$ cat src/rtl/enet_phy_gmii_bridge.sv
`default_nettype none
// ============================================================================
//  Module   : enet_phy_gmii_bridge
//  Brief    : Narrow PHY lane <-> byte-wide framed stream bridge with TX FIFO,
//             underrun drain and inter-frame gap enforcement.
//  Revision : 1.0 - initial release
// ============================================================================
module enet_phy_gmii_bridge #(
    parameter int PHY_W           = 4,
    parameter int TX_FIFO_DEPTH   = 16,
    parameter int TX_START_THRESH = 8,
    parameter int IFG_BYTES       = 12
) (
    input  logic             clk,
    input  logic             rst,
    input  logic             phy_rx_dv,
    input  logic             phy_rx_er,
    input  logic [PHY_W-1:0] phy_rxd,
    output logic             rx_byte_valid,
    output logic [7:0]       rx_byte,
    output logic             rx_sof,
    output logic             rx_eof,
    output logic             rx_err,
    input  logic             tx_valid,
    output logic             tx_ready,
    input  logic [7:0]       tx_data,
    input  logic             tx_last,
    output logic             phy_tx_en,
    output logic             phy_tx_er,
    output logic [PHY_W-1:0] phy_txd,
    output logic [15:0]      rx_frame_cnt,
    output logic [15:0]      rx_err_cnt,
    output logic [15:0]      tx_underrun_cnt
);

    localparam int c_r     = 8 / PHY_W;
    localparam int c_idx_w = (c_r > 1) ? $clog2(c_r) : 1;
    localparam int c_aw    = $clog2(TX_FIFO_DEPTH);
    localparam int c_ifg   = IFG_BYTES * c_r;
    localparam int c_ifg_w = $clog2(c_ifg + 1);

    localparam logic [c_idx_w-1:0] c_last_slot = c_idx_w'(c_r - 1);
    localparam logic [c_ifg_w-1:0] c_ifg_last  = c_ifg_w'(c_ifg - 1);
    localparam logic [c_aw:0]      c_depth     = (c_aw + 1)'(TX_FIFO_DEPTH);
    localparam logic [c_aw:0]      c_thresh    = (c_aw + 1)'(TX_START_THRESH);

    // ------------------------------------------------------------------------
    // RX assembler and one-byte stage
    // ------------------------------------------------------------------------
    logic               r_in_frame;
    logic               r_err_flag;
    logic               r_sof_pend;
    logic [c_idx_w-1:0] r_idx;
    logic [7:0]         r_asm;
    logic               r_stage_vld;
    logic               r_stage_sof;
    logic [7:0]         r_stage;
    logic               r_rx_vld;
    logic [7:0]         r_rx_byte;
    logic               r_rx_sof;
    logic               r_rx_eof;
    logic               r_rx_err;
    logic [15:0]        r_frame_cnt;
    logic [15:0]        r_err_cnt;

    logic [7:0]         w_asm;
    logic               w_frame_bad;

    always_comb begin
        w_asm = r_asm;
        w_asm[int'(r_idx) * PHY_W +: PHY_W] = phy_rxd;
    end

    // An empty frame (no completed byte) counts as an error but emits nothing
    assign w_frame_bad = r_err_flag | (r_idx != '0) | ~r_stage_vld;

    always_ff @(posedge clk) begin
        if (rst) begin
            r_in_frame  <= 1'b0;
            r_err_flag  <= 1'b0;
            r_sof_pend  <= 1'b1;
            r_idx       <= '0;
            r_asm       <= '0;
            r_stage_vld <= 1'b0;
            r_stage_sof <= 1'b0;
            r_stage     <= '0;
            r_rx_vld    <= 1'b0;
            r_rx_byte   <= '0;
            r_rx_sof    <= 1'b0;
            r_rx_eof    <= 1'b0;
            r_rx_err    <= 1'b0;
            r_frame_cnt <= '0;
            r_err_cnt   <= '0;
        end else begin
            r_rx_vld <= 1'b0;
            r_rx_sof <= 1'b0;
            r_rx_eof <= 1'b0;
            r_rx_err <= 1'b0;
            if (phy_rx_dv) begin
                r_in_frame <= 1'b1;
                r_asm      <= w_asm;
                if (phy_rx_er) begin
                    r_err_flag <= 1'b1;
                end
                if (r_idx == c_last_slot) begin
                    r_idx       <= '0;
                    r_stage     <= w_asm;
                    r_stage_vld <= 1'b1;
                    r_stage_sof <= r_sof_pend;
                    r_sof_pend  <= 1'b0;
                    if (r_stage_vld) begin
                        r_rx_vld  <= 1'b1;
                        r_rx_byte <= r_stage;
                        r_rx_sof  <= r_stage_sof;
                    end
                end else begin
                    r_idx <= r_idx + c_idx_w'(1);
                end
            end else if (r_in_frame) begin
                r_in_frame  <= 1'b0;
                r_err_flag  <= 1'b0;
                r_sof_pend  <= 1'b1;
                r_idx       <= '0;
                r_stage_vld <= 1'b0;
                if (r_stage_vld) begin
                    r_rx_vld  <= 1'b1;
                    r_rx_byte <= r_stage;
                    r_rx_sof  <= r_stage_sof;
                    r_rx_eof  <= 1'b1;
                    r_rx_err  <= w_frame_bad;
                end
                if (w_frame_bad) begin
                    r_err_cnt <= (r_err_cnt == 16'hFFFF) ? r_err_cnt : r_err_cnt + 16'd1;
                end else begin
                    r_frame_cnt <= (r_frame_cnt == 16'hFFFF) ? r_frame_cnt : r_frame_cnt + 16'd1;
                end
            end
        end
    end

    // ------------------------------------------------------------------------
    // TX byte FIFO ({last, data} per entry)
    // ------------------------------------------------------------------------
    logic [8:0]      r_mem [TX_FIFO_DEPTH];
    logic [c_aw-1:0] r_wr;
    logic [c_aw-1:0] r_rd;
    logic [c_aw:0]   r_count;
    logic [c_aw:0]   r_frames;
    logic            w_push;
    logic            w_pop;
    logic [8:0]      w_head;

    assign tx_ready = (r_count != c_depth);
    assign w_push   = tx_valid & tx_ready;
    assign w_head   = r_mem[r_rd];

    always_ff @(posedge clk) begin
        if (w_push) begin
            r_mem[r_wr] <= {tx_last, tx_data};
        end
    end

    always_ff @(posedge clk) begin
        if (rst) begin
            r_wr     <= '0;
            r_rd     <= '0;
            r_count  <= '0;
            r_frames <= '0;
        end else begin
            if (w_push) begin
                r_wr <= r_wr + c_aw'(1);
            end
            if (w_pop) begin
                r_rd <= r_rd + c_aw'(1);
            end
            case ({w_push, w_pop})
                2'b10:   r_count <= r_count + (c_aw + 1)'(1);
                2'b01:   r_count <= r_count - (c_aw + 1)'(1);
                default: r_count <= r_count;
            endcase
            case ({w_push & tx_last, w_pop & w_head[8]})
                2'b10:   r_frames <= r_frames + (c_aw + 1)'(1);
                2'b01:   r_frames <= r_frames - (c_aw + 1)'(1);
                default: r_frames <= r_frames;
            endcase
        end
    end

    // ------------------------------------------------------------------------
    // TX serialiser FSM; all lane outputs come straight from registers
    // ------------------------------------------------------------------------
    typedef enum logic [1:0] {
        S_IDLE  = 2'd0,
        S_DATA  = 2'd1,
        S_DRAIN = 2'd2,
        S_IFG   = 2'd3
    } tx_state_t;

    tx_state_t          r_state, w_state;
    logic [7:0]         r_byte, w_byte;
    logic               r_last, w_last;
    logic [c_idx_w-1:0] r_slot, w_slot;
    logic [c_idx_w-1:0] r_drain, w_drain;
    logic               r_found, w_found;
    logic [c_ifg_w-1:0] r_ifg, w_ifg;
    logic               r_tx_en, w_tx_en;
    logic               r_tx_er, w_tx_er;
    logic [PHY_W-1:0]   r_txd, w_txd;
    logic [15:0]        r_unr_cnt;
    logic               w_underrun;
    logic               w_launch;
    logic               w_start;

    assign w_start = (r_count != '0) && ((r_frames != '0) || (r_count >= c_thresh));

    always_comb begin
        w_state    = r_state;
        w_byte     = r_byte;
        w_last     = r_last;
        w_slot     = r_slot;
        w_drain    = r_drain;
        w_found    = r_found;
        w_ifg      = r_ifg;
        w_tx_en    = 1'b0;
        w_tx_er    = 1'b0;
        w_txd      = '0;
        w_pop      = 1'b0;
        w_underrun = 1'b0;
        w_launch   = 1'b0;
        case (r_state)
            S_IDLE: begin
                w_launch = w_start;
            end
            S_DATA: begin
                if (r_slot != c_last_slot) begin
                    w_slot  = r_slot + c_idx_w'(1);
                    w_tx_en = 1'b1;
                    w_txd   = r_byte[int'(w_slot) * PHY_W +: PHY_W];
                end else if (r_last) begin
                    w_state = S_IFG;
                    w_ifg   = '0;
                end else if (r_count != '0) begin
                    w_launch = 1'b1;
                end else begin
                    w_underrun = 1'b1;
                    w_state    = S_DRAIN;
                    w_tx_en    = 1'b1;
                    w_tx_er    = 1'b1;
                    w_drain    = '0;
                    w_found    = 1'b0;
                end
            end
            S_DRAIN: begin
                // Error marker lasts one byte-time; discarding runs until a last byte
                if (r_drain != c_last_slot) begin
                    w_drain = r_drain + c_idx_w'(1);
                    w_tx_en = 1'b1;
                    w_tx_er = 1'b1;
                end
                if (!r_found && (r_count != '0)) begin
                    w_pop   = 1'b1;
                    w_found = w_head[8];
                end
                if ((r_drain == c_last_slot) && w_found) begin
                    w_state = S_IFG;
                    w_ifg   = '0;
                end
            end
            S_IFG: begin
                if (r_ifg == c_ifg_last) begin
                    if (w_start) begin
                        w_launch = 1'b1;
                    end else begin
                        w_state = S_IDLE;
                    end
                end else begin
                    w_ifg = r_ifg + c_ifg_w'(1);
                end
            end
            default: begin
                w_state = S_IDLE;
            end
        endcase
        if (w_launch) begin
            w_pop   = 1'b1;
            w_state = S_DATA;
            w_byte  = w_head[7:0];
            w_last  = w_head[8];
            w_slot  = '0;
            w_tx_en = 1'b1;
            w_txd   = w_head[PHY_W-1:0];
        end
    end

    always_ff @(posedge clk) begin
        if (rst) begin
            r_state   <= S_IDLE;
            r_byte    <= '0;
            r_last    <= 1'b0;
            r_slot    <= '0;
            r_drain   <= '0;
            r_found   <= 1'b0;
            r_ifg     <= '0;
            r_tx_en   <= 1'b0;
            r_tx_er   <= 1'b0;
            r_txd     <= '0;
            r_unr_cnt <= '0;
        end else begin
            r_state <= w_state;
            r_byte  <= w_byte;
            r_last  <= w_last;
            r_slot  <= w_slot;
            r_drain <= w_drain;
            r_found <= w_found;
            r_ifg   <= w_ifg;
            r_tx_en <= w_tx_en;
            r_tx_er <= w_tx_er;
            r_txd   <= w_txd;
            if (w_underrun) begin
                r_unr_cnt <= (r_unr_cnt == 16'hFFFF) ? r_unr_cnt : r_unr_cnt + 16'd1;
            end
        end
    end

    assign rx_byte_valid   = r_rx_vld;
    assign rx_byte         = r_rx_byte;
    assign rx_sof          = r_rx_sof;
    assign rx_eof          = r_rx_eof;
    assign rx_err          = r_rx_err;
    assign phy_tx_en       = r_tx_en;
    assign phy_tx_er       = r_tx_er;
    assign phy_txd         = r_txd;
    assign rx_frame_cnt    = r_frame_cnt;
    assign rx_err_cnt      = r_err_cnt;
    assign tx_underrun_cnt = r_unr_cnt;

endmodule
`default_nettype wire

$ cat config.mk
export PLATFORM = sky130hd
export DESIGN_NAME = enet_phy_gmii_bridge
export DESIGN_NICKNAME = d
export VERILOG_FILES = /design/src/rtl/enet_phy_gmii_bridge.sv
export SDC_FILE = /design/constraint.sdc
export NUM_CORES = 1
export LEC_CHECK = 0
export ABC_AREA = 1
export CAP_MARGIN = 40
export CORE_MARGIN = 4
export CORE_UTILIZATION = 50
export CTS_CLUSTER_DIAMETER = 40
export DETAILED_ROUTE_END_ITERATION = 10
export PLACE_DENSITY = 0.82
export SYNTH_ARGS = -nofsm -noshare
export SYNTH_HDL_FRONTEND = slang
export SYNTH_SLANG_ARGS = --single-unit
$ cat constraint.sdc
create_clock -name clk -period 3.3 [get_ports clk]
set_input_delay 0.495 -clock clk [delete_from_list [all_inputs] [get_ports clk]]
set_output_delay 0.495 -clock clk [all_outputs]
set_load 0.02 [all_outputs]
==> metrics.json, run 1 <==
{
  "postSynthRegisterBits": 265,
  "synth_cells": 1208,
  "hold_buffers": 0,
  "asyncSetResetFlopFracSynth": 0,
  "outcome": "finished, final reports clean",
  "synthDominantCellAreaShare": 0.379,
  "post_synth_main_area_contributors": "edfxtp_1, dfxtp_1, o21ai_0",
  "synth_common_cells": "nor2_1, nand2_1, edfxtp_1",
  "route.detailed.wl_per_inst_um": 15.8,
  "tritoncts": "done",
  "vias_per_cell": 5.52,
  "timing.final.crit_share": 0.913,
  "max_cap_viol_count": 0,
  "dieWidth_um": 159,
  "core-area_sq_um": 22600,
  "p_sw_mw": 3.03,
  "timing.fmax_mhz": 332,
  "clockPowerShare": 0.333,
  "antenna_found_initial": 0,
  "cp_slowest_cell": "fa_1",
  "final_nets": 1357,
  "worst_skew_pair.late_latency_ns": 0.55,
  "proportion_of_layout_cells_with_a_drive_suffix_above_1": 0.0851,
  "ctsRootBufferMaster": "clkbuf_16",
  "worstMarginPinSlew_ns": 0.566,
  "yosys_warnings": 0,
  "synthMostInstantiatedCell": "nor2_1",
  "floorplan.io_pins": 85,
  "worstPathRequired_ns": 3.76,
  "final-setup-viol-count": 0,
  "gr-usage-met2": 0.346,
  "crit_path_cell_trace": "inv_1, ha_1, nand2_2, inv_1, nand3_1, o21ai_2, nand2_2, nand2_4, ha_1, inv_1, fa_1, inv_1, a31oi_1, inv_1, nor2_1, nor3_2, o21ai_0, a21oi_1",
  "drt_iter0_markers": 759,
  "ir_worst_vdd_v": 0.000456,
  "grt.busiest_layer": "met2",
  "timing.critical_path.arrival_ns": 3.47,
  "global_route_usage_sum": 0.197,
  "power.share.sequential": 0.408,
  "grt-ovfl-total": 0,
  "clk_pin_slew_ns": 0.06,
  "hold_path_class": "in -> reg",
  "period_needed_ns": 3.01,
  "mapped_area_sq_um": 11400,
  "netSwitchingFraction": 0.324,
  "combPwrFrac": 0.259,
  "firstDrtPassIters": 8,
  "cp_slowest_stage_delay_ns": 0.40,
  "n_antenna_cell": 0,
  "path_common_cell": "inv_1",
  "final_cell_count_no_fill": 1624,
  "num_vias": 8963,
  "finalWirelength_mm": 25.6,
  "synth-edff-count": 144,
  "number_of_global_route_vias_before_repair": 8669,
  "finalHoldViolCount": 0,
  "cp-end-kind": "flop",
  "io_buffer_count": 84,
  "post_cts_resized": 0,
  "reg2reg_setup_slack_ns": 0.29,
  "floorplan.die_area_sq_um": 25300,
  "drt_drc_violations_left": 0,
  "report.final.slew_viol_count": 0,
  "powerDensity_nw_per_um2": 686,
  "h-tree-depth": 1,
  "synthDistinctLibCells": 50,
  "grtUsageMet3": 0.0349,
  "p_int_mw": 6.32,
  "detailedPlacementHpwl_mm": 16.7,
  "synth_top_cell_by_area": "edfxtp_1",
  "number_of_nets_in_the_synthesized_netlist": 1249,
  "floorplan.initialDensity": 0.506,
  "clock-skew-final_ns": 0.0151,
  "drt.antenna.violating_nets": 0,
  "crit_path_start_kind": "flop",
  "worst_slack_ns": 0.287,
  "synth-main-ff-cell": "edfxtp_1",
  "dp_cells": 1568,
  "critical_path_class": "reg -> reg",
  "syn_avg_cell_area_sq_um": 9.45,
  "leakagePower_nw": 4.98,
  "postCtsSetupRepairBufs": 0,
  "floorplan.rows": 55,
  "grt_pass1_wl_mm": 42.0,
  "worst-path-max-fanout": 7,
  "clockBufferDepth": 3,
  "layout-area-overhead-vs-synth_pct": 19.5,
  "synth-seq-area-share": 0.591,
  "tritoncts.num_buffers": 31,
  "worst_slew_margin_rel": 0.622,
  "cts_sinks": 265,
  "gpl.final_weighted_congestion": 0.883,
  "preCtsSetupSlack_ns": 0.152,
  "global_route.usage.met1": 0.250,
  "grt_max_degree": 51,
  "chipHeight_um": 159
}
==> critical path, delay by kind of cell, from the launching register on <==
kind,cells,cell delay [ns]
and+or+nand+nor,6,0.61
buffers and inverters,5,0.50
adders and majority gates,3,0.89
DFF,1,0.36
AOI/OAI and AO/OA,4,0.52
==> per-stage QoR <==
step	power, mW	setup TNS (ns)	util	hold WS (ns)	instance area, sq um
after floorplan	5.57	0	-	0.421	11400
after global placement	6.13	0	0.561	0.432	12700
after detailed placement	6.22	0	0.561	0.453	12700
after CTS	9.36	0	0.603	0.423	13600
after global routing	9.89	-0.00727	0.604	0.447	13600
final	9.35	0	0.604	0.439	13600
==> sequential cells by signal (all words and copies together), names as in the netlist, 5 cells and up, named ones only <==
signal and count:
r_mem 144, rx_err_cnt 16, rx_frame_cnt 16, tx_underrun_cnt 16, r_stage 8, rx_byte 8
r_count 5, r_frames 5, r_ifg 5
==> layout by cell type, fill, tap and decap left out, types with 5 or more instances in the layout <==
cell type | Yosys | routed
nor2_1 | 175 | 175
edfxtp_1 | 144 | 144
clkinv_1 | 2 | 7
xor2_1 | 14 | 14
inv_2 | 5 | 5
xnor2_1 | 7 | 7
nand2_1 | 170 | 169
clkdlybuf4s50_1 | 0 | 83
inv_1 | 102 | 102
clkinvlp_4 | 0 | 5
o22ai_1 | 31 | 31
nand2_4 | 6 | 6
a21oi_1 | 79 | 79
dfxtp_1 | 121 | 119
clkbuf_1 | 29 | 7
o21ai_0 | 139 | 139
buf_4 | 1 | 34
nor3_1 | 26 | 25
ha_1 | 22 | 20
o221ai_1 | 8 | 8
nand3_1 | 55 | 55
nor4_1 | 8 | 8
nand4_1 | 12 | 12
clkbuf_16 | 0 | 31
==> power by group through the flow <==
stage                     Combinational (mW)  Sequential [mW]  Clock (mW)
after CTS                               2.38             3.81        3.17
after global routing                    2.73             3.83        3.32
after floorplan                         1.70             3.88           0
after global placement                  2.27             3.86           0
after detailed placement                2.34             3.88           0
final                                   2.43             3.81        3.12
==> final timing paths <==
| path | startpoint | cells after the start | to |
|---|---|---|---|
| worst min-delay path | rst | 3 | rx_frame_cnt[0] |
| worst min register to register | r_rd[3] | 2 | flop |
| worst max register to register | r_state[1] | 18 | r_count[4] |
| worst max-delay path | r_state[1] | 18 | r_count[4] |
==> layout make-up <==
cell class,count,area (sq um)
inverters,111,424
multi-input cells,789,4070
fillers,1732,8930
clock buffers,38,802
well taps,285,357
clock inverters,18,145
repair buffers,118,1090
flip-flops and latches,265,6750
==> kinds of logic after synthesis <==
family,count (synthesis),synth area share
AO/OA/AOI/OAI,271,0.128
buffers and inverters,154,0.0539
AND/OR/NAND/NOR,474,0.185
adder cells (fa/ha/maj),23,0.0259
XOR/XNOR,21,0.0161
flip-flops,265,0.591
==> metal layers <==
| layer | vias to the layer above | routed length (um) | share of wire |
|---|---|---|---|
| met1 | 4206 | 10500 | 0.41 |
| li1 | 4365 | - | - |
| met2 | 330 | 12700 | 0.50 |
| met3 | 62 | 1790 | 0.070 |
| met4 | 0 | 672 | 0.026 |
| met5 | - | 0 | 0 |
No activity file was read; power rests on OpenSTA's default activity.
==> run 2: changes to the inputs <==
SLEW_MARGIN = 20   (was default)
==> results of run 2 <==
No change in the layout: final DEF, timing and power equal those of run 1.
==> run 3: changes to the inputs <==
CORE_UTILIZATION = 58   (was 50)
PLACE_DENSITY = 0.91   (was 0.82)
==> run 3 against run 2 <==
Effect of this change:
- power is 6.7% higher
- clock-buffer cell count stayed put
- sequential cell count stayed put
- non-clock buffer count is 1 lower
- final cell count is 1.2% lower
- global-route usage is 6.1 points higher
- utilization is 11 points higher
- die area is 13% lower
- largest power group unchanged
==> metrics.json, run 3 (same netlist as run 1, synthesis figures left out) <==
{
  "io_buffer_count": {"value": 84, "change": "unchanged"},
  "clockBufferDepth": {"value": 3, "change": "unchanged"},
  "worst_hold_margin": {"value": 0.463, "unit": "ns", "change": "+0.0243 ns"},
  "period_needed": {"value": 3.22, "unit": "ns", "change": "+0.202 ns"},
  "place_area": {"value": 12600, "unit": "sq um", "change": "-0.32%"},
  "tritoncts.num_buffers": {"value": 31, "change": "unchanged"},
  "p_sw": {"value": 3.25, "unit": "mW", "change": "+7.4%"},
  "global_route_usage_sum": {"value": 0.258, "change": "+0.0611"},
  "p_int": {"value": 6.73, "unit": "mW", "change": "+6.4%"},
  "drt_iter0_markers": {"value": 1112, "change": "+47%"},
  "h-tree-depth": {"value": 1, "change": "unchanged"},
  "clockPowerShare": {"value": 0.362, "change": "+0.029"},
  "combPwrFrac": {"value": 0.253, "change": "-0.006"},
  "final-seq-area": {"value": 6750, "unit": "sq um", "change": "unchanged"},
  "hold_buffers": {"value": 0, "change": "unchanged"},
  "final_cell_count_no_fill": {"value": 1604, "change": "-1.2%"},
  "layout-area-overhead-vs-synth_pct": 20.6,
  "detailedPlacementHpwl": {"value": 18.1, "unit": "mm", "change": "+7.8%"},
  "reg2reg_setup_slack": {"value": 0.08, "unit": "ns", "change": "-0.20 ns"},
  "drt.antenna.violating_nets": {"value": 0, "change": "unchanged"},
  "dp_cells": {"value": 1546, "change": "-1.4%"},
  "core-area": {"value": 19400, "unit": "sq um", "change": "-14%"},
  "worst_skew_pair.late_latency": {"value": 0.54, "unit": "ns", "change": "about the same"},
  "clk_pin_slew": {"value": 0.06, "unit": "ns", "change": "about the same"},
  "setup_total_negative_slack": {"value": 0, "unit": "ns", "change": "unchanged"},
  "critical_path_class": "reg -> reg",
  "powerDensity": {"value": 725, "unit": "nW/um^2", "change": "+5.7%"},
  "grt_pass1_wl": {"value": 46.0, "unit": "mm", "change": "+9.5%"},
  "tritoncts": "done",
  "finalHoldViolCount": {"value": 0, "change": "unchanged"},
  "floorplan.initialDensity": {"value": 0.588, "change": "+0.0827"},
  "floorplan.die_area": {"value": 22000, "unit": "sq um", "change": "-13%"},
  "worstMarginPinSlew": {"value": 0.651, "unit": "ns", "change": "+0.0855 ns"},
  "floorplan.io_pins": {"value": 85, "change": "unchanged"},
  "gpl.final_weighted_congestion": {"value": 0.887, "change": "+0.44%"},
  "regMostFlops": "r_mem",
  "proportion_of_layout_cells_with_a_drive_suffix_above_1": {"value": 0.0911, "change": "+0.00597"},
  "ctsRootBufferMaster": "clkbuf_16",
  "commonest_cells_after_routing_fill_and_taps_aside": "nor2_1, nand2_1, edfxtp_1",
  "drt_drc_violations_left": {"value": 0, "change": "unchanged"},
  "hold_path_class": "reg -> reg",
  "grt_max_degree": {"value": 65, "change": "+27%"},
  "timing.fmax": {"value": 311, "unit": "MHz", "change": "-6.3%"},
  "report.final.slew_viol_count": {"value": 0, "change": "unchanged"},
  "firstDrtPassIters": {"value": 7, "change": "-1"},
  "worstPathRequired": {"value": 3.77, "unit": "ns", "change": "about the same"},
  "antenna_found_initial": {"value": 0, "change": "unchanged"},
  "cts_sinks": {"value": 265, "change": "unchanged"},
  "final_core_util": {"value": 0.710, "change": "+0.105"},
  "worst_slew_margin_rel": {"value": 0.565, "change": "-0.0571"},
  "layout_commonest_cell": "nor2_1",
  "final_design_area_no_fill": {"value": 13800, "unit": "sq um", "change": "+0.92%"},
  "outcome": "finished, final reports clean",
  "cp-end-kind": "flop",
  "clock-skew-final": {"value": 0.0110, "unit": "ns", "change": "-0.00414 ns"},
  "floorplan.rows": {"value": 51, "change": "-7.3%"},
  "n_antenna_cell": {"value": 0, "change": "unchanged"},
  "final.fill_count": {"value": 1260, "change": "-27%"},
  "largest_register_ff_count": {"value": 144, "change": "unchanged"},
  "netSwitchingFraction": {"value": 0.326, "change": "+0.00204"},
  "vias_per_cell": {"value": 5.98, "change": "+8.4%"},
  "dieWidth": {"value": 148, "unit": "um", "change": "-6.8%"},
  "number_of_global_route_vias_before_repair": {"value": 9286, "change": "+7.1%"},
  "leakagePower": {"value": 5.07, "unit": "nW", "change": "+1.7%"},
  "multi_input_comb_area": {"value": 4080, "unit": "sq um", "change": "about the same"},
  "finalWirelength": {"value": 29.4, "unit": "mm", "change": "+15%"},
  "num_vias": {"value": 9592, "change": "+7.0%"},
  "timing.critical_path.arrival": {"value": 3.68, "unit": "ns", "change": "+0.21 ns"},
  "chipHeight": {"value": 148, "unit": "um", "change": "-6.8%"},
  "crit_path_start_kind": "flop",
  "ir_worst_vdd": {"value": 0.000483, "unit": "V", "change": "+5.9%"},
  "timing.final.crit_share": {"value": 0.974, "change": "+0.0613"},
  "max_cap_viol_count": {"value": 0, "change": "unchanged"},
  "worst-path-max-fanout": {"value": 7, "change": "unchanged"},
  "route.detailed.wl_per_inst": {"value": 18.3, "unit": "um", "change": "+16%"},
  "final-setup-viol-count": {"value": 0, "change": "unchanged"},
  "power.share.sequential": {"value": 0.386, "change": "-0.022"},
  "grt-ovfl-total": {"value": 0, "change": "unchanged"},
  "final_nets": {"value": 1356, "change": "-0.074%"}
}
==> run 3: changes by cell type in the layout (fill, tap and decap cells not counted), moves of 3 or more <==
| cell | change |
|---|---|
| clkinv_1 | -5 |
| bufinv_16 | +4 |
| clkbuf_1 | -3 |
| clkbuf_8 | +3 |
| clkinv_4 | +3 |
| clkinvlp_4 | -3 |
| inv_6 | +3 |
==> run 3: power by group through the flow <==
stage                     logic, mW  clock network (mW)  registers (mW)
final                          2.52                3.61            3.85
after detailed placement       2.34                   0            3.90
after floorplan                1.70                   0            3.88
after CTS                      2.41                3.64            3.83
after global placement         2.22                   0            3.88
after global routing           2.72                3.78            3.86
==> run 3: worst paths after layout <==
check               from           to  cells after the start
max          r_frames[0]  r_frames[4]                     18
min          r_stage_sof       rx_sof                      2
max reg2reg  r_frames[0]  r_frames[4]                     18
min reg2reg  r_stage_sof       rx_sof                      2
==> run 3: critical path: stages (launching register included) <==
cell and delay [ns]:
dfxtp_1 0.39, nor2_1 0.20, nand3_1 0.12, o21ai_0 0.40
o21ai_2 0.14, nand2_2 0.11, nand2_4 0.09, nand2_1 0.08
inv_1 0.09, ha_4 0.20, xor2_1 0.16, ha_1 0.19
or2_2 0.33, nand2_1 0.08, nand2_1 0.06, a21oi_2 0.13
xor2_1 0.16, nand2_1 0.07, a21oi_1 0.14
==> run 3: through the flow <==
step	total power [mW]	worst slack, ns
finish	9.98	0.0846
global route	10.4	-0.0263
CTS	9.89	0.114
detailed placement	6.24	0.201
global placement	6.10	0.325
floorplan	5.57	0.369
==> run 3: timing repair <==
| item | CTS | global route |
|---|---|---|
| setup endpoints to repair | 0 | 2 |
| setup buffers | 0 | 1 |
| resized for setup | 0 | 6 |
==> run 3: cell type report <==
class,instances,area share
Inverter,111,0.0308
Timing Repair Buffer,117,0.0787
Tap cell,265,0.0241
Sequential cell,265,0.490
Multi-Input combinational cell,789,0.296
Clock inverter,19,0.0197
Clock buffer,38,0.0604
==> run 3: per-layer routing <==
layer / GRT usage / wire length [um] / share of wire
met2: 0.429 / 14100 / 0.48
met3: 0.0451 / 2780 / 0.095
met1: 0.325 / 11000 / 0.37
met5: 0 / 0 / 0
met4: 0.138 / 1500 / 0.051
